===== config.mk =====
export PLATFORM = sky130hd
export DESIGN_NAME = mole_round_scheduler
export DESIGN_NICKNAME = d
export VERILOG_FILES = /design/src/rtl/mole_round_scheduler.sv
export SDC_FILE = /design/constraint.sdc
export NUM_CORES = 1
export LEC_CHECK = 0
export ABC_AREA = 1
export BUFFER_PORTS_ARGS = -buffer_cell sky130_fd_sc_hd__buf_2
export CAP_MARGIN = 25
export CORE_AREA = 2 2 103 105
export DETAILED_ROUTE_END_ITERATION = 8
export DIE_AREA = 0 0 105 107
export HOLD_SLACK_MARGIN = 0.1
export PLACE_DENSITY = 0.82
export REMOVE_ABC_BUFFERS = 1
export SLEW_MARGIN = 10
export SYNTH_ARGS = -nofsm -noshare
export SYNTH_HDL_FRONTEND = slang
export SYNTH_SLANG_ARGS = --single-unit

===== constraint.sdc =====
create_clock -name clk -period 9.3 [get_ports clk]
set_input_delay 1.86 -clock clk [delete_from_list [all_inputs] [get_ports clk]]
set_output_delay 1.86 -clock clk [all_outputs]
set_load 0.02 [all_outputs]

===== src/rtl/mole_round_scheduler.sv =====
// Round sequencer for the whack-a-mole game: requests a pattern from the RNG,
// shows it for UP_TICKS, scores hits, then waits GAP_TICKS before the next round.
module mole_round_scheduler #(
    parameter int NUM_ROUNDS = 20,
    parameter int UP_TICKS   = 1000,
    parameter int GAP_TICKS  = 250,
    parameter int RNG_HOLD   = 3
) (
    input  logic        clk,
    input  logic        reset,
    input  logic        start,
    input  logic        tick,
    input  logic [17:0] hit,
    input  logic [17:0] rng_value,
    output logic        rng_change,
    output logic [17:0] leds,
    output logic [7:0]  score,
    output logic [7:0]  misses,
    output logic [7:0]  round_num,
    output logic        busy,
    output logic        game_over
);

    localparam int TMAX = (UP_TICKS > GAP_TICKS) ? UP_TICKS : GAP_TICKS;
    localparam int TW   = $clog2(TMAX + 1);
    localparam int HW   = $clog2(RNG_HOLD);

    localparam logic [TW-1:0] UP_LOAD    = TW'(UP_TICKS);
    localparam logic [TW-1:0] GAP_LOAD   = TW'(GAP_TICKS);
    localparam logic [HW-1:0] HOLD_LAST  = HW'(RNG_HOLD - 1);
    localparam logic [7:0]    LAST_ROUND = 8'(NUM_ROUNDS);

    typedef enum logic [2:0] {S_IDLE, S_REQ, S_SHOW, S_GAP, S_DONE} state_t;

    state_t          r_state;
    logic [TW-1:0]   r_timer;
    logic [HW-1:0]   r_hold;
    logic [17:0]     r_leds;
    logic [7:0]      r_score;
    logic [7:0]      r_misses;
    logic [7:0]      r_round;
    logic            r_rng_change;
    logic            r_busy;
    logic            r_game_over;

    logic [17:0]     w_lit;
    logic [17:0]     w_stray;
    logic [17:0]     w_leds_after;
    logic            w_timer_done;
    logic            w_cleared;

    function automatic logic [4:0] popcount18(input logic [17:0] v);
        logic [4:0] c;
        c = '0;
        for (int k = 0; k < 18; k++) c = c + 5'(v[k]);
        return c;
    endfunction

    // Sum in 9 bits so the carry out tells us to clamp at 255.
    function automatic logic [7:0] sat_add(input logic [7:0] a, input logic [4:0] b);
        logic [8:0] s;
        s = {1'b0, a} + {4'd0, b};
        return s[8] ? 8'hFF : s[7:0];
    endfunction

    assign w_lit        = hit & r_leds;
    assign w_stray      = hit & ~r_leds;
    assign w_leds_after = r_leds & ~hit;
    assign w_timer_done = tick && (r_timer == TW'(1));
    assign w_cleared    = (|w_lit) && (w_leds_after == '0);

    always_ff @(posedge clk or posedge reset) begin
        if (reset) begin
            r_state      <= S_IDLE;
            r_timer      <= '0;
            r_hold       <= '0;
            r_leds       <= '0;
            r_score      <= '0;
            r_misses     <= '0;
            r_round      <= '0;
            r_rng_change <= 1'b0;
            r_busy       <= 1'b0;
            r_game_over  <= 1'b0;
        end else begin
            case (r_state)
                S_IDLE, S_DONE: begin
                    if (start) begin
                        r_state      <= S_REQ;
                        r_score      <= '0;
                        r_misses     <= '0;
                        r_round      <= 8'd1;
                        r_rng_change <= 1'b1;
                        r_hold       <= '0;
                        r_busy       <= 1'b1;
                        r_game_over  <= 1'b0;
                    end
                end
                S_REQ: begin
                    // The generator output is only trusted on the last held cycle.
                    if (r_hold == HOLD_LAST) begin
                        r_rng_change <= 1'b0;
                        r_hold       <= '0;
                        r_leds       <= (rng_value == '0) ? 18'h00001 : rng_value;
                        r_timer      <= UP_LOAD;
                        r_state      <= S_SHOW;
                    end else begin
                        r_hold <= r_hold + HW'(1);
                    end
                end
                S_SHOW: begin
                    r_score  <= sat_add(r_score, popcount18(w_lit));
                    r_misses <= sat_add(r_misses, popcount18(w_stray));
                    if (w_timer_done || w_cleared) begin
                        r_leds  <= '0;
                        r_timer <= GAP_LOAD;
                        r_state <= S_GAP;
                    end else begin
                        r_leds <= w_leds_after;
                        if (tick) r_timer <= r_timer - TW'(1);
                    end
                end
                S_GAP: begin
                    if (w_timer_done) begin
                        r_timer <= '0;
                        if (r_round == LAST_ROUND) begin
                            r_state     <= S_DONE;
                            r_busy      <= 1'b0;
                            r_game_over <= 1'b1;
                        end else begin
                            r_round      <= r_round + 8'd1;
                            r_state      <= S_REQ;
                            r_rng_change <= 1'b1;
                            r_hold       <= '0;
                        end
                    end else if (tick) begin
                        r_timer <= r_timer - TW'(1);
                    end
                end
                default: r_state <= S_IDLE;
            endcase
        end
    end

    assign rng_change = r_rng_change;
    assign leds       = r_leds;
    assign score      = r_score;
    assign misses     = r_misses;
    assign round_num  = r_round;
    assign busy       = r_busy;
    assign game_over  = r_game_over;

endmodule

==> out/results.tsv, run 1 <==
metric	value	unit
status	complete, no violations	
CTS H-tree lvls	3	
most common cell in the netlist	nand2_1	
top cells by count, synth	nand2_1, nor2_1, inv_1, dfrtp_1, a21oi_1	
Yosys cell types	36	
number of synthesized flops with an enable pin	0	
Yosys top cell area share	0.3076	
DRT iter0 DRCs	300	
GR peak layer	met2	
Post-Syn Area	4881	µm²
final hold violations	0	
most frequent CP cell	fa_1	
Largest delay share family, worst path	adder cells	
CP endpoint kind	flop	
dpl hpwl	9408	µm
share of cells above drive strength 1	0.1790	
nets	845	
global-route wire length before repair	20400	µm
gpl congestion	0.8666	
clock sink count	60	
Post-DP Area	5408	µm²
worst slew pin tran	0.8657	ns
Resize count post-CTS	0	
antenna violations before repair	0	
Mean Syn Cell Area	7.351	µm²
GRT overflow	0	
Die Ht	107	µm
Core Util, Final	0.5558	
number of buffers added on ports	84	
Worst Path Required	9.55	ns
row cnt	37	
final instance area	5609	µm²
Post-Synthesis Cells	664	
post-CTS setup buffers	0	
drc violations	0	
met2 GRT Util	0.3803	
area of the core	10090	µm²
via count	4541	
die area	11240	µm²
clock buffer count from CTS	9	
Tmin final	6.697	ns
io pins	85	
Max Cap Viol	0	
fin. max-slew vios	0	
Filler Cell Count	984	
CTS tree	done	
Achievable Freq	149.3	MHz
met3 usage	0.05471	
ys flop type	dfrtp_1	
critical path's slowest cell	fa_1	
Synth area leaders	dfrtp_1, nand2_1, fa_1	
Final period util	0.7201	
Die Wd	105	µm
Yosys Warn Count	0	
diode count	0	
sequential-to-total area share from yosys stat	0.3076	
clock slew at reported path FFs	0.07	ns
initial core utilization	0.4836	
First-pass DRT Iterations	5	
max incr delay on CP	0.55	ns
Worst Hold Class	flop to flop	
leading area contributor after synthesis	dfrtp_1	
# hold bufs at CTS	0	
CP Max Fanout	4	
drt via density	5.102	
GR Util met1	0.2899	
critical path data arrival time	6.94	ns
setup violators final	0	
antenna viol nets, final	0	
Async SR Flop Fraction	1.000	
clock latency on the worst-skew pair	0.35	ns
Setup crit start kind	input port	
crit-path cells	buf_2 -> inv_1 -> or2_2 -> fa_1 -> inv_1 -> fa_1 -> inv_1 -> fa_1 -> fa_1 -> inv_1 -> fa_1 -> fa_1 -> fa_1 -> nand3_1 -> nand2_1 -> nand2_1 -> nand2_1 -> a21oi_1 -> nor2_1 -> nand2_1 -> o21ai_0 -> nand2_1 -> nand2_1	
pin count of the biggest net entering global routing	61	
CTS Root Buffer Type	clkbuf_8	
TNS Setup	0	ns
Setup CP Type	input port to flop	
unrepaired setup endpoints after global routing	false	
Max transition margin	0.4215	
CP bufs+invs	5	
Synth-to-Final Area Change	14.92	%
drt wl/cell	13.64	µm
Worst Skew	0.006652	ns
CTS max path bufs	2	
GRT Total Usage	0.2270	
Post-Route WL	12140	µm
#FFs+latches synth	60	
vias in the first global route	4452	
-- layout make-up --
| class | count | area (µm²) | share of cell area |
|---|---|---|---|
| clock buffer | 10 | 137.6 | 0.02454 |
| clock inverter | 6 | 63.81 | 0.01138 |
| inverter | 98 | 374.1 | 0.06670 |
| sequential | 60 | 1501 | 0.2677 |
| tap | 136 | 170.2 | 0.03034 |
| timing repair buffer | 85 | 427.9 | 0.07629 |
| multi-input combinational | 495 | 2934 | 0.5231 |
-- cell usage in the layout, fill, tap and decap left out, drive strengths merged, types with 2 or more instances in the layout --
master,Yosys,routed
nand4,7,7
clkbuf,2,10
buf,9,85
ha,30,30
dfrtp,60,60
clkinvlp,0,2
a22oi,2,2
or2,8,8
nor4,2,2
a21oi,35,35
nand2,182,182
xnor2,6,6
nand3,29,29
nor2,99,99
o21ai,43,43
inv,97,97
o211ai,6,6
clkinv,1,4
fa,26,26
xor2,10,10
a31oi,3,3
nor3,3,3
-- layer usage --
layer	vias up	wire (µm)
li1	2256	-
met1	2127	5223
met2	138	5823
met3	20	892
met4	0	204
met5	-	0
-- sequential cells by signal (all words and copies together) (netlist names) --
name,count
game_over,1
rng_change,1
score,8
leds,18
busy,1
round_num,8
r_timer,10
misses,8
r_state,3
r_hold,2
-- worst paths after layout --
check | from | end | slack, ns | depth (start not counted)
worst max-delay path | hit[10] | misses[2]$_DFFE_PP0P_ | 2.60 | 23
worst min-delay path | game_over$_DFFE_PP0P_ | game_over$_DFFE_PP0P_ | 0.50 | 1
worst max register to register | leds[10]$_DFFE_PP0P_ | misses[2]$_DFFE_PP0P_ | 3.79 | 21
worst min register to register | game_over$_DFFE_PP0P_ | game_over$_DFFE_PP0P_ | 0.50 | 1
max in group asynchronous | reset | leds[13]$_DFFE_PP0P_ | 7.05 | 3
min in group asynchronous | reset | round_num[4]$_DFFE_PP0P_ | 1.72 | 3
-- kinds of logic after synthesis --
| kind of cell | after synthesis | share of synthesized area |
|---|---|---|
| simple gates | 331 | 0.2858 |
| buf+inv | 109 | 0.09126 |
| compound gates | 92 | 0.1031 |
| flops | 60 | 0.3076 |
| fa+ha+maj | 56 | 0.1835 |
| xor+xnor | 16 | 0.02871 |
-- worst reg2reg max path, delay by kind of cell, from the launching register on --
family          cells  cell delay (ns)
buf+inv             3             0.18
flops               1             0.42
compound gates      2             0.31
simple gates        9             1.01
fa+ha+maj           7             3.49
-- stage by stage --
stage	std cells	worst slack, ns	hold WS (ns)
final	890	2.603	0.4994
after global routing	890	2.320	0.5388
after CTS	890	2.624	0.5022
after detailed placement	874	2.260	0.4837
after global placement	874	2.368	0.4760
after floorplan	653	2.686	0.4523
Power of run 1 is not shown: default switching activity piles up to over one toggle a cycle in this logic, so the estimate is an artifact.
==> inputs of run 2 (changes only) <==
--- a/config.mk
+++ b/config.mk
@@ -12,7 +12,7 @@
 export DETAILED_ROUTE_END_ITERATION = 8
 export DIE_AREA = 0 0 105 107
 export HOLD_SLACK_MARGIN = 0.1
-export PLACE_DENSITY = 0.82
+export PLACE_DENSITY = 0.85
 export REMOVE_ABC_BUFFERS = 1
 export SLEW_MARGIN = 10
 export SYNTH_ARGS = -nofsm -noshare
==> constraint.sdc (replaced) <==
create_clock -name clk -period 6.15 [get_ports clk]
set_input_delay 1.23 -clock clk [delete_from_list [all_inputs] [get_ports clk]]
set_output_delay 1.23 -clock clk [all_outputs]
set_load 0.02 [all_outputs]
==> out/results.tsv, run 2 (synthesis gave the netlist of run 1 again) <==
metric	value	unit	change
Die Ht	107	µm	unchanged
drc violations	0		unchanged
clock slew at reported path FFs	0.08	ns	was 0.07 ns
CTS H-tree lvls	3		unchanged
CP endpoint kind	flop		unchanged
vias in the first global route	4417		was 4452
Largest delay share family, worst path	adder cells		unchanged
clock sink count	60		unchanged
Worst Path Required	6.41	ns	was 9.55 ns
antenna viol nets, final	0		unchanged
antenna violations before repair	0		unchanged
critical path data arrival time	6.05	ns	was 6.94 ns
clock latency on the worst-skew pair	0.36	ns	was 0.35 ns
R2R Path Start	leds[10]$_DFFE_PP0P_		unchanged
CP Depth	23		unchanged
multi-input logic area	2940	µm²	was 2934 µm²
Setup CP Type	input port to flop		unchanged
diode count	0		unchanged
Largest register FFs	18		unchanged
die area	11240	µm²	unchanged
Hold Path Origin	r_hold[1]$_DFFE_PP0P_		was game_over$_DFFE_PP0P_
TNS Setup	0	ns	unchanged
CP Max Fanout	4		unchanged
pin count of the biggest net entering global routing	61		unchanged
most common cell after layout, fill and taps aside	nand2_1		unchanged
commonest cells after routing, fill and taps aside	nand2_1, nor2_1, inv_1, buf_2, dfrtp_1		unchanged
GRT overflow	0		unchanged
clock buffer count from CTS	9		unchanged
GRT Total Usage	0.2301		was 0.2270
CTS tree	done		unchanged
area of the core	10090	µm²	unchanged
CTS max path bufs	2		unchanged
gpl congestion	0.8865		was 0.8666
CTS Root Buffer Type	clkbuf_8		unchanged
Synth-to-Final Area Change	16.05	%	was 14.92%
# hold bufs at CTS	0		unchanged
critical path's slowest cell	fa_1		unchanged
DRT iter0 DRCs	289		was 300
origin of the worst setup path	hit[10]		unchanged
nets	847		was 845
pre-CTS WS	-0.09218	ns	was 2.260 ns
max incr delay on CP	0.54	ns	was 0.55 ns
drt wl/cell	13.51	µm	was 13.64 µm
Setup crit start kind	input port		unchanged
Die Wd	105	µm	unchanged
via count	4524		was 4541
area occupied by registers	1501	µm²	unchanged
unrepaired setup endpoints after global routing	false		unchanged
dpl hpwl	9281	µm	was 9408 µm
initial core utilization	0.4836		unchanged
setup violators final	0		unchanged
First-pass DRT Iterations	5		unchanged
Final period util	0.9413		
Worst Skew	0.01037	ns	was 0.006652 ns
row cnt	37		unchanged
Achievable Freq	172.7	MHz	
worst slew pin tran	0.8529	ns	was 0.8657 ns
Worst Hold Class	flop to flop		unchanged
Max transition margin	0.4301		was 0.4215
final hold violations	0		unchanged
status	complete, no violations		unchanged
number of buffers added on ports	84		unchanged
io pins	85		unchanged
Tmin final	5.789	ns	
Filler Cell Count	962		was 984
share of cells above drive strength 1	0.1839		was 0.1790
crit-path cells	buf_2 -> inv_1 -> or2_2 -> fa_1 -> inv_1 -> fa_1 -> inv_1 -> fa_1 -> fa_1 -> inv_1 -> fa_1 -> fa_2 -> fa_1 -> nand3_1 -> nand2_1 -> nand2_1 -> nand2_1 -> a21oi_2 -> nor2_1 -> nand2_1 -> o21ai_0 -> nand2_1 -> nand2_1		was buf_2 -> inv_1 -> or2_2 -> fa_1 -> inv_1 -> fa_1 -> inv_1 -> fa_1 -> fa_1 -> inv_1 -> fa_1 -> fa_1 -> fa_1 -> nand3_1 -> nand2_1 -> nand2_1 -> nand2_1 -> a21oi_1 -> nor2_1 -> nand2_1 -> o21ai_0 -> nand2_1 -> nand2_1
Post-Route WL	12050	µm	was 12140 µm
Max Cap Viol	0		unchanged
Worst Setup Slack, final	0.3609	ns	was 2.603 ns
global-route wire length before repair	20490	µm	was 20400 µm
r2r worst-path depth	21		unchanged
CP bufs+invs	5		unchanged
Hold Path Cell Cnt	1		unchanged
drt via density	5.072		was 5.102
fin. max-slew vios	0		unchanged
run 2: area by class of cell:
| cell class | count | share of cell area |
|---|---|---|
| multi-input combinational | 495 | 0.5191 |
| sequential | 60 | 0.2651 |
| timing repair buffer | 87 | 0.07820 |
| inverter | 98 | 0.06605 |
| tap | 136 | 0.03004 |
| clock buffer | 11 | 0.02673 |
| clock inverter | 5 | 0.01480 |
run 2: worst paths after layout:
| path | endpoint | slack [ns] |
|---|---|---|
| setup reg to reg | misses[2]$_DFFE_PP0P_ | 0.90 |
| min in group asynchronous | round_num[3]$_DFFE_PP0P_ | 1.08 |
| max in group asynchronous | leds[1]$_DFFE_PP0P_ | 4.55 |
| hold / removal | r_hold[0]$_DFFE_PP0P_ | 0.50 |
| setup / recovery | misses[2]$_DFFE_PP0P_ | 0.36 |
| hold reg to reg | r_hold[0]$_DFFE_PP0P_ | 0.50 |
run 2: per-stage QoR:
| step | util | instance area [µm²] | hold slack, ns | cells |
|---|---|---|---|---|
| 2_1_floorplan | - | 4810 | 0.4523 | 653 |
| 3_3_place_gp | 0.5373 | 5423 | 0.4728 | 876 |
| 3_5_place_dp | 0.5373 | 5423 | 0.4920 | 876 |
| 4_1_cts | 0.5606 | 5658 | 0.4975 | 892 |
| 5_1_grt | 0.5612 | 5664 | 0.5415 | 892 |
| 6_report | 0.5612 | 5664 | 0.4999 | 892 |
run 2: what timing repair did:
action,4_1_cts,5_1_grt
endpoints found under the hold margin,0,0
resized for setup,0,2
setup endpoints to repair,0,4
buffers inserted,0,0
run 2: layer usage:
metal	global-route usage	vias up	routed length, µm
met5	0	-	0
met4	0.06381	0	174
met3	0.06201	15	846
met2	0.3882	127	5811
met1	0.2916	2126	5222
li1	-	2256	-
Power of run 2 is left out for the same reason.
